**config.mk**
```make
export PLATFORM = sky130hd
export DESIGN_NAME = mult32x32_req_if
export DESIGN_NICKNAME = d
export VERILOG_FILES = /design/src/rtl/mult32x32_pkg.sv /design/src/rtl/mult32x32_req_if.sv
export SDC_FILE = /design/constraint.sdc
export NUM_CORES = 1
export LEC_CHECK = 0
export CAP_MARGIN = 25
export CORE_MARGIN = 1.5
export CORE_UTILIZATION = 49
export CTS_CLUSTER_DIAMETER = 150
export CTS_CLUSTER_SIZE = 10
export DETAILED_ROUTE_END_ITERATION = 8
export PLACE_DENSITY_LB_ADDON = 0.2
export RECOVER_POWER = 25
export SETUP_SLACK_MARGIN = 0.1
export SLEW_MARGIN = 20
export SYNTH_ARGS = -nofsm -noshare
export SYNTH_HDL_FRONTEND = slang
export SYNTH_SLANG_ARGS = --single-unit
```
**constraint.sdc**
```tcl
create_clock -name clk -period 3.1 [get_ports clk]
set_input_delay 0.31 -clock clk [delete_from_list [all_inputs] [get_ports clk]]
set_output_delay 0.31 -clock clk [all_outputs]
set_load 0.02 [all_outputs]
```
**src/rtl/mult32x32_pkg.sv**
```systemverilog
// Shared types for the 32x32 multiplier request/response front end.
package mult32x32_pkg;

  localparam int OP_W   = 32;
  localparam int PROD_W = 64;

  typedef enum logic [1:0] {
    IDLE  = 2'd0,
    START = 2'd1,
    WAIT  = 2'd2
  } state_e;

  typedef struct packed {
    logic [OP_W-1:0] a;
    logic [OP_W-1:0] b;
  } op_req_t;

  function automatic logic has_zero(input op_req_t r);
    return (r.a == '0) || (r.b == '0);
  endfunction

endpackage

```
**src/rtl/mult32x32_req_if.sv**
```systemverilog
// Valid/ready front end for the sequential 32x32 multiplier: one-entry operand buffer,
// start/capture sequencing, timeout, result holding. Optional macro: MULT_ZERO_BYPASS_EN.
module mult32x32_req_if
  import mult32x32_pkg::*;
#(
  parameter int MAX_WAIT = 8,   // must be >= 5
  parameter int CNT_W    = 16
) (
  input  logic              clk,
  input  logic              reset,
  input  logic              in_valid,
  output logic              in_ready,
  input  logic [OP_W-1:0]   in_a,
  input  logic [OP_W-1:0]   in_b,
  output logic              out_valid,
  input  logic              out_ready,
  output logic [PROD_W-1:0] out_product,
  output logic              mul_start,
  output logic [OP_W-1:0]   mul_a,
  output logic [OP_W-1:0]   mul_b,
  input  logic              mul_busy,
  input  logic [PROD_W-1:0] mul_product,
  output logic [CNT_W-1:0]  op_count,
  output logic              err
);

  localparam int WCNT_W = $clog2(MAX_WAIT + 1);

  state_e              state, state_nxt;
  op_req_t             op_q;
  logic                op_full;
  logic                res_full;
  logic [WCNT_W-1:0]   wait_cnt;
  logic                launch, bypass, capture, timeout;

  assign in_ready  = !op_full;
  assign out_valid = res_full;

  always_comb begin
    bypass = 1'b0;
`ifdef MULT_ZERO_BYPASS_EN
    bypass = (state == IDLE) && op_full && !res_full && has_zero(op_q);
`endif
    launch  = (state == IDLE) && op_full && !res_full && !bypass;
    // The multiplier clears its product on the edge after busy falls, so capture is now-or-never.
    capture = (state == WAIT) && !mul_busy;
    timeout = (state == WAIT) && mul_busy && (wait_cnt == WCNT_W'(MAX_WAIT - 1));
  end

  // FSM: state register
  always_ff @(posedge clk or negedge reset) begin
    if (!reset) state <= IDLE;
    else        state <= state_nxt;
  end

  // FSM: next state
  always_comb begin
    state_nxt = state;
    case (state)
      IDLE:    if (launch) state_nxt = START;
      START:   state_nxt = WAIT;
      WAIT:    if (capture || timeout) state_nxt = IDLE;
      default: state_nxt = IDLE;
    endcase
  end

  // FSM: outputs
  always_comb begin
    mul_start = 1'b0;
    if (state == START) mul_start = 1'b1;
  end

  // Operand buffer; load and accept are mutually exclusive since load needs op_full.
  always_ff @(posedge clk or negedge reset) begin
    if (!reset) begin
      op_full <= 1'b0;
      op_q    <= '0;
    end else if (launch || bypass) begin
      op_full <= 1'b0;
    end else if (in_valid && !op_full) begin
      op_full <= 1'b1;
      op_q    <= '{a: in_a, b: in_b};
    end
  end

  always_ff @(posedge clk or negedge reset) begin
    if (!reset) begin
      mul_a <= '0;
      mul_b <= '0;
    end else if (launch) begin
      mul_a <= op_q.a;
      mul_b <= op_q.b;
    end
  end

  always_ff @(posedge clk or negedge reset) begin
    if (!reset)              wait_cnt <= '0;
    else if (state == START) wait_cnt <= '0;
    else if (state == WAIT)  wait_cnt <= wait_cnt + 1'b1;
  end

  // Result register; launch requires !res_full so capture never meets a drain.
  always_ff @(posedge clk or negedge reset) begin
    if (!reset) begin
      res_full    <= 1'b0;
      out_product <= '0;
    end else if (capture) begin
      res_full    <= 1'b1;
      out_product <= mul_product;
    end else if (bypass) begin
      res_full    <= 1'b1;
      out_product <= '0;
    end else if (res_full && out_ready) begin
      res_full    <= 1'b0;
    end
  end

  always_ff @(posedge clk or negedge reset) begin
    if (!reset) begin
      op_count <= '0;
      err      <= 1'b0;
    end else begin
      if (capture || bypass) op_count <= op_count + 1'b1;
      if (timeout)           err      <= 1'b1;
    end
  end

endmodule

```
==> results of run 1 <==
cell usage after synthesis, types with 4 or more instances:
cell type,n,area [sq um]
dfrtp_1,217,5430
nand2_1,203,762
mux2_2,101,1140
mux2_1,28,315
buf_2,14,70.1
xnor2_1,10,87.6
buf_4,7,52.6
inv_1,6,22.5
o21ai_0,6,30.0
clkbuf_1,5,18.8
ha_1,5,62.6
nand3_1,5,25.0
xor2_1,5,43.8
nand2b_1,4,25.0
flip-flops by register name (all words and copies together), names as in the netlist:
register     count
mul_b           32
state            2
mul_a           32
out_product     64
op_q            64
op_full          1
out_valid        1
wait_cnt         4
op_count        16
err              1
layout make-up:
cell class / instances / area share [%]
clock inverters: 2 / 0.115
clock buffers: 25 / 5.21
well taps: 220 / 2.29
multi-input cells: 394 / 22.7
repair buffers: 289 / 24.3
inverters: 6 / 0.188
flip-flops and latches: 217 / 45.2
per-layer routing:
metal | up-vias | global-route usage, %
met5 | - | 0
li1 | 2688 | -
met4 | 0 | 10.1
met2 | 232 | 39.3
met3 | 56 | 7.08
met1 | 2830 | 26.4
logic make-up after synthesis:
family	count (synthesis)	share of synthesized area [%]
flip-flops	217	65.3
AND/OR/NAND/NOR	233	11.7
adder cells (fa/ha/maj)	5	0.752
buffers and inverters	35	2.38
multiplexers	130	17.6
XOR/XNOR	15	1.58
AO/OA/AOI/OAI	11	0.737
tightest hold or removal path, delay by kind of cell:
family | cells | cell delay, ps
buf+inv | 1 | 390
simple gates | 2 | 100
per-stage QoR:
stage | hold slack (ps) | area, sq um | instances
after floorplan | 14.4 | 8320 | 646
after global placement | 380 | 11400 | 1125
after detailed placement | 383 | 11400 | 1125
after CTS | 305 | 12000 | 1153
after global routing | 329 | 12000 | 1153
final | 326 | 12000 | 1153
where the power goes:
part	total, W	internal (W)	switching (W)
clock	0.00244	0.00141	0.00102
sequential	0.00493	0.00418	0.000746
combinational	0.00549	0.00284	0.00265
total	0.0129	0.00844	0.00442
worst paths after layout:
| path | to | slack, ps | depth (start not counted) |
|---|---|---|---|
| max in group asynchronous | out_product[17] | 1740 | 3 |
| max reg2reg | out_valid | 1080 | 5 |
| min in group asynchronous | wait_cnt[1] | 410 | 2 |
| max | mul_start | 850 | 3 |
| min | out_product[12] | 330 | 3 |
| min reg2reg | mul_a[8] | 470 | 1 |
repair_timing:
action | 4_1_cts | 5_1_grt
hold buffers | 1 | 0
endpoints found under the hold margin | 79 | 0
setup endpoints to repair | 0 | 0
==> results.md, run 1 <==
- Core area: 16600 sq um
- Startpoint Class: flip-flop
- CTS resizes: 0
- Met1 wire length: 7650 microns
- Die Y: 133 microns
- Initial antenna violation count: 0
- Post-synth EDFFs: 0
- Hold Crit Start: mul_product[12]
- Clock buffer depth: 3
- Sequential share of the synthesized area: 65.3%
- Iter 0 DRT Violations: 187
- Worst skew pair latency: 510 ps
- Die area: 17800 sq um
- PortBufs: 280
- Distinct cells, synth: 32
- Clock transition at path regs: 60 ps
- Fin crit share: 72.5%
- Initial core utilization: 50.2%
- Post-CTS setup buffer count: 0
- Grt ovf: 0
- Row count: 47
- Final setup viols: 0
- # DRC: 0
- Synthesis-to-finish area growth: 44.3%
- CTS Sinks: 217
- Worst Hold Class: input pin to flip-flop
- Tot Pwr: 0.0129 W
- Skew final: 19.5 ps
- Post-Syn Nets: 784
- Power per cell area: 1070 nW/um^2
- Critical-path cell list: inv_1 > ha_1 > clkdlybuf4s50_1
- Cell family with most CP delay: buffers and inverters
- Crit path required time: 2790 ps
- Antenna-violating nets left: 0
- Top-Level Pins: 281
- Max IR drop VDD: 0.000609 V
- Chip Width: 133 microns
- Yosys Warn Count: 0
- N_diodes: 0
- Max_cap viols: 0
- Final hold vios: 0
- Kind of critical path: flip-flop to primary output
- Cells after synthesis: 646
- R2R Path Start: state[0]
- Finished Core Util: 72.4%
- Wire per inst: 17.5 microns
- CTS H-tree lvls: 1
- Slowest CP cell: clkdlybuf4s50_1
- Crit-path max FO: 6
- Top layer in use: met4
- Arr. time, crit path: 1940 ps
- Global placer's final weighted congestion: 0.916
- RSZ-0062 raised after global routing: no
- Final worst slack: 852 ps
- Final min period: 2250 ps
- Total Wirelength: 20200 microns
- Top FF cell, synth: dfrtp_1
- Most common library cell in the layout ignoring fill and taps: clkdlybuf4s50_1
- Setup_tns: 0 ps
- Post-Syn Area per Cell: 12.9 sq um
- Largest net degree at the start of global routing: 83
- Final Max Slew Viols: 0
- First-pass detailed-route iteration total: 5
- Total track usage: 22.9%
- Relative max-transition margin: 55.5%
- Fin nets: 1071
- Root buf cell: clkbuf_16
- Yosys reg bits: 217
- Layout cell share with drive strength beyond 1: 15.5%
- Fillers: 1145
- Largest stage delay, worst path: 690 ps
- Critical path capture point type: primary output
- Dpl ws: 815 ps
- Worst slew pin tran: 667 ps
- Total CTS buffers: 25
- Via/cell ratio: 5.04
- Post-Syn Area: 8320 sq um
- Most frequent cells in the layout: clkdlybuf4s50_1, dfrtp_1, nand2_1, mux2_2, mux2_1
- Vias in the first global route: 6253
- Maximum clock frequency: 445 MHz
- First-pass GRT wire length: 32400 microns
- Critical Path Start: state[1]
- CP bufs+invs: 2
- Multi-input logic area: 2720 sq um
- WL met2: 9920 microns
- Lkg Pwr: 5.40 nW
- FF/Latch Area: 5430 sq um
- Via count: 5806
- DR WL met3: 1660 microns
- CTS tree: done
- DPL Wire Length: 14400 microns
- Async set-reset flop share out of synthesis: 100%
- Outcome: finished, final reports clean
No activity file was read; power rests on OpenSTA's default activity.
==> run 2: changes to the inputs <==
--- a/config.mk
+++ b/config.mk
@@ -7,7 +7,7 @@
 export LEC_CHECK = 0
 export CAP_MARGIN = 25
 export CORE_MARGIN = 1.5
-export CORE_UTILIZATION = 49
+export CORE_UTILIZATION = 46
 export CTS_CLUSTER_DIAMETER = 150
 export CTS_CLUSTER_SIZE = 10
 export DETAILED_ROUTE_END_ITERATION = 8
==> constraint.sdc (replaced) <==
create_clock -name clk -period 2.19 [get_ports clk]
set_input_delay 0.219 -clock clk [delete_from_list [all_inputs] [get_ports clk]]
set_output_delay 0.219 -clock clk [all_outputs]
set_load 0.02 [all_outputs]
==> run 2 against run 1 <==
  * Clock power up 41%
  * Sequential power is 40% higher
  * Critical endpoint is now in_ready
  * Critical path type unchanged
  * Non-clock buffer count is 5 higher
  * Largest cell class unchanged
==> results.md, run 2 (synthesized netlist as in run 1, its figures left out) <==
- Outcome: finished, final reports clean
- Worst slew pin tran: 1350 ps (+684 ps)
- # DRC: 0 (unchanged)
- Grt ovf: 0 (unchanged)
- Initial antenna violation count: 0 (unchanged)
- Via/cell ratio: 4.81 (-4.5%)
- PortBufs: 280 (unchanged)
- Most frequent cells in the layout: clkdlybuf4s50_1, dfrtp_1, nand2_1, mux2_2, mux2_1
- Worst skew pair latency: 510 ps (about the same)
- Critical path capture point type: primary output
- Via count: 5607 (-3.4%)
- Core area: 17800 sq um (+7.6%)
- Maximum clock frequency: 528 MHz
- CTS tree: done
- Tot Pwr: 0.0181 W (+40%)
- Initial core utilization: 46.6% (-3.5 points)
- RSZ-0062 raised after global routing: no
- CTS H-tree lvls: 1 (unchanged)
- Synthesis-to-finish area growth: 44.8%
- Critical-path cell list: inv_1 > clkdlybuf4s50_1
- Total CTS buffers: 25 (unchanged)
- Crit-path max FO: 4 (-2)
- Lkg Pwr: 5.42 nW (+0.38%)
- Startpoint Class: flip-flop
- DPL Wire Length: 12700 microns (-12%)
- Arr. time, crit path: 1680 ps (-260 ps)
- Final hold vios: 0 (unchanged)
- Total track usage: 19.3% (-3.6 points)
- Root buf cell: clkbuf_16
- Dpl ws: 447 ps (-367 ps)
- Total Wirelength: 18500 microns (-8.3%)
- Post-CTS setup buffer count: 0 (unchanged)
- Max IR drop VDD: 0.000963 V (+58%)
- Wire per inst: 15.8 microns (-9.4%)
- Final worst slack: 296 ps (-556 ps)
- Fin crit share: 86.5%
- Top Registers: op_q x64, out_product x64
- Skew final: 14.7 ps (-4.82 ps)
- First-pass detailed-route iteration total: 4 (-1)
- Power per cell area: 1500 nW/um^2 (+40%)
- Relative max-transition margin: 9.90% (-46 points)
- Crit path required time: 1970 ps (-820 ps)
- First-pass GRT wire length: 28800 microns (-11%)
- Die Y: 138 microns (+3.1%)
- Final setup viols: 0 (unchanged)
- Finished Core Util: 67.5% (-4.9 points)
- CTS Sinks: 217 (unchanged)
- FF/Latch Area: 5430 sq um (unchanged)
- Placed cells: 1139 (+1.2%)
- Slowest CP cell: clkdlybuf4s50_1
- Non-filler cells, final: 1166 (+1.1%)
- Row count: 49 (+4.3%)
- Global placer's final weighted congestion: 0.748 (-18%)
- Max_cap viols: 0 (unchanged)
- Layout cell share with drive strength beyond 1: 15.9% (+0.36 points)
- Antenna-violating nets left: 0 (unchanged)
- Kind of critical path: flip-flop to primary output
- Chip Width: 138 microns (+3.1%)
- Iter 0 DRT Violations: 167 (-11%)
- Top-Level Pins: 281 (unchanged)
- Clock buffer depth: 3 (unchanged)
- N_diodes: 0 (unchanged)
- Die area: 18900 sq um (+6.4%)
- Multi-input logic area: 2720 sq um (unchanged)
- Largest net degree at the start of global routing: 67 (-19%)
- Clock transition at path regs: 60 ps (about the same)
- Fillers: 1372 (+20%)
- Worst Hold Class: input pin to flip-flop
- Fin nets: 1076 (+0.47%)
- Final Max Slew Viols: 0 (unchanged)
- Setup_tns: 0 ps (unchanged)
- Most common library cell in the layout ignoring fill and taps: clkdlybuf4s50_1
- Final min period: 1890 ps
- Largest stage delay, worst path: 600 ps (-90 ps)
- Vias in the first global route: 5665 (-9.4%)
-- run 2: area by class of cell --
type | instances | share of cell area [%]
Timing Repair Buffer | 294 | 24.5
Clock buffer | 25 | 5.19
Tap cell | 229 | 2.38
Sequential cell | 217 | 45.1
Multi-Input combinational cell | 394 | 22.6
Inverter | 6 | 0.187
Clock inverter | 1 | 0.0415
-- run 2: through the flow --
stage	instance area, sq um	hold slack, ps
finish	12000	238
global route	12000	236
CTS	12100	218
detailed placement	11400	212
global placement	11400	216
floorplan	8320	-76.6
-- run 2: path summary, 6_finish.rpt --
| path | startpoint | to | slack, ps | cells past startpoint |
|---|---|---|---|---|
| max | op_full | in_ready | 300 | 2 |
| min | mul_product[54] | out_product[54] | 240 | 3 |
| max reg2reg | state[0] | mul_a[4] | 430 | 5 |
| min reg2reg | out_product[28] | out_product[28] | 470 | 2 |
| max in group asynchronous | reset | mul_a[5] | 480 | 3 |
| min in group asynchronous | reset | out_product[52] | 560 | 2 |
-- run 2: per-layer routing --
layer	up-vias	wire [microns]	global-route usage (%)
met5	-	0	0
met4	0	270	4.62
met3	23	2120	8.57
met2	188	8560	31.3
met1	2700	7530	23.8
li1	2696	-	-
-- run 2: what timing repair did --
item | CTS | global route
hold endpoints to repair | 47 | 0
endpoints found under the setup margin | 1 | 0
gates resized for setup | 1 | 0
hold buffers | 1 | 0
-- run 2: critical path: cells and delay by family, from the launching register on --
kind	cells	cell delay [ps]
buffers and inverters	2	690
flip-flops	1	470
-- run 2: report_power, final --
| group | switching, W | internal (W) |
|---|---|---|
| clock network | 0.00144 | 0.00199 |
| logic | 0.00368 | 0.00405 |
| registers | 0.000962 | 0.00592 |
==> run 3: changes to the inputs <==
--- a/config.mk
+++ b/config.mk
@@ -5,10 +5,11 @@
 export SDC_FILE = /design/constraint.sdc
 export NUM_CORES = 1
 export LEC_CHECK = 0
+export ABC_AREA = 1
 export CAP_MARGIN = 25
 export CORE_MARGIN = 1.5
 export CORE_UTILIZATION = 46
-export CTS_CLUSTER_DIAMETER = 150
+export CTS_CLUSTER_DIAMETER = 80
 export CTS_CLUSTER_SIZE = 10
 export DETAILED_ROUTE_END_ITERATION = 8
 export PLACE_DENSITY_LB_ADDON = 0.2
==> run 3 against run 2 <==
  * Largest cell class unchanged
  * Critical path type unchanged
  * Sequential cell count is the same
  * Hold slack got worse by 7.9 ps
  * Routed wire length increased by 9.2%
==> results.md, run 3 <==
- Worst Hold Class: input pin to flip-flop
- Async set-reset flop share out of synthesis: 100% (unchanged)
- Worst slew pin tran: 1330 ps (-20.7 ps)
- Top cells by count, synth: nand2_1, dfrtp_1, inv_1
- Distinct cells, synth: 29 (-9.4%)
- Post-synth EDFFs: 0 (unchanged)
- WL met2: 9410 microns (+10%)
- Vias in the first global route: 6611 (+17%)
- Area leader, netlist: dfrtp_1
- Crit path required time: 1970 ps (about the same)
- Hold Path End: out_product[54]
- Hold slack: 230 ps (-7.87 ps)
- Post-Syn Nets: 1012 (+29%)
- Arr. time, crit path: 1680 ps (about the same)
- Top Registers: op_q x64, out_product x64
- Wire per inst: 14.6 microns (-8.0%)
- Via count: 6621 (+18%)
- Post-Syn Area per Cell: 9.63 sq um (-25%)
- Multi-input logic area: 2540 sq um (-6.7%)
- Power per cell area: 1480 nW/um^2 (-1.1%)
- Critical Path Start: op_full
- First-pass GRT wire length: 33800 microns (+17%)
- Yosys Warn Count: 0 (unchanged)
- Final Max Slew Viols: 0 (unchanged)
- Max IR drop VDD: 0.000936 V (-2.8%)
- Top-Level Pins: 281 (unchanged)
- Clock buffer depth: 3 (unchanged)
- Clock transition at path regs: 50 ps (about the same)
- First-pass detailed-route iteration total: 6 (+2)
- Worst skew pair latency: 520 ps (about the same)
- Grt ovf: 0 (unchanged)
- Total CTS buffers: 25 (unchanged)
- Initial core utilization: 46.8% (+0.20 points)
- Global placer's final weighted congestion: 0.821 (+9.8%)
- Setup_tns: 0 ps (unchanged)
- Relative max-transition margin: 11.3% (+1.4 points)
- Iter 0 DRT Violations: 218 (+31%)
- Finished Core Util: 67.4% (-0.18 points)
- Root buf cell: clkbuf_16
- Yosys top cell area share: 64.5% (-0.73 points)
- Hold Crit Start: mul_product[54]
- DR WL met3: 1620 microns (-23%)
- Skew final: 18.5 ps (+3.83 ps)
- Kind of critical path: flip-flop to primary output
- Crit-path max FO: 3 (-1)
- # DRC: 0 (unchanged)
- Post-CTS setup buffer count: 0 (unchanged)
- CTS H-tree lvls: 1 (unchanged)
- Fillers: 1433 (+4.4%)
- CTS Sinks: 217 (unchanged)
- Synthesis-to-finish area growth: 43.8%
- Initial antenna violation count: 0 (unchanged)
- Largest cells by area after synthesis: dfrtp_1, nand2_1, mux2_2
- RSZ-0062 raised after global routing: no
- Yosys reg bits: 217 (unchanged)
- Max_cap viols: 0 (unchanged)
- Total Wirelength: 20200 microns (+9.2%)
- Cells after synthesis: 874 (+35%)
- FF/Latch Area: 5430 sq um (unchanged)
- Die Y: 138 microns (+0.55%)
- PortBufs: 280 (unchanged)
- CTS tree: done
- Most common library cell in the layout ignoring fill and taps: nand2_1
- Die area: 19100 sq um (+1.1%)
- Layout cell share with drive strength beyond 1: 6.06% (-9.8 points)
- Startpoint Class: flip-flop
- Post-Syn Area: 8420 sq um (+1.1%)
- Final setup viols: 0 (unchanged)
- Core area: 18000 sq um (+0.69%)
- Final hold vios: 0 (unchanged)
- Worst reg2reg setup slack: 430 ps (about the same)
- N_diodes: 0 (unchanged)
- Top FF cell, synth: dfrtp_1
- Critical path capture point type: primary output
- Most frequent cells in the layout: nand2_1, clkdlybuf4s50_1, dfrtp_1, inv_1, nor2_1
- Row count: 49 (unchanged)
- Worst Hold Depth: 3 (unchanged)
- Chip Width: 138 microns (+0.55%)
- Total track usage: 21.5% (+2.2 points)
- R2R Path Start: state[0]
- Most common cell in the synthesized netlist: nand2_1
- Antenna-violating nets left: 0 (unchanged)
- Largest net degree at the start of global routing: 83 (+24%)
- Via/cell ratio: 4.78 (-0.52%)
- Sequential share of the synthesized area: 64.5% (-0.73 points)
- Met1 wire length: 8550 microns (+14%)
- RR Endpoint: op_count[2]
- R2r worst-path depth: 7 (+2)
- Top layer in use: met4
- Lkg Pwr: 5.86 nW (+8.2%)
- DPL Wire Length: 13600 microns (+7.2%)
- Maximum clock frequency: 527 MHz (-0.22%)
- Fin nets: 1293 (+20%)
- Fin crit share: 86.7% (+0.19 points)
- Final min period: 1900 ps (+4.14 ps)
- Outcome: finished, final reports clean
-- run 3: timing repair --
action,4_1_cts,5_1_grt
resized for setup,1,0
hold buffers,1,0
endpoints found under the setup margin,1,0
hold endpoints to repair,47,0
-- run 3: cell type report --
cell class | instances | share of cell area [%]
clock buffers | 25 | 5.17
clock inverters | 2 | 0.207
inverters | 65 | 2.02
multi-input cells | 554 | 21.0
flip-flops and latches | 217 | 44.9
well taps | 229 | 2.37
repair buffers | 292 | 24.4
-- run 3: logic make-up after synthesis --
logic type | count (synthesis) | share of synthesized area, %
simple gates | 423 | 19.7
xor+xnor | 7 | 0.729
fa+ha+maj | 5 | 0.743
flops | 217 | 64.5
compound gates | 96 | 5.83
buf+inv | 103 | 5.41
mux | 23 | 3.08
-- run 3: worst max path at each step --
stage                      endpoint  depth (start not counted)
global route        out_product[60]                          3
detailed placement      op_count[2]                          7
CTS                        in_ready                          2
global placement        op_count[2]                          7
floorplan                  mul_a[2]                          7
finish                     in_ready                          2
-- run 3: routing by layer --
metal,up-vias,track usage [%]
met2,221,34.2
met3,40,6.44
met1,3106,28.6
met4,0,6.76
li1,3254,-
met5,-,0
-- run 3: worst max-delay path, stage by stage, from the launching register on --
cell and delay, ps:
dfrtp_1 410, inv_2 120, clkdlybuf4s50_1 620
-- run 3: per-stage QoR --
step	area (sq um)	instances	setup WS [ps]	power [W]
floorplan	8420	874	856	0.0109
detailed placement	11500	1356	434	0.0145
finish	12100	1384	292	0.0179
global placement	11500	1356	448	0.0143
global route	12100	1384	191	0.0191
CTS	12100	1384	254	0.0182
-- run 3: report_power, final --
group,switching [W],internal (W)
sequential,0.000912,0.00587
combinational,0.00420,0.00343
clock,0.00149,0.00202
total,0.00661,0.0113
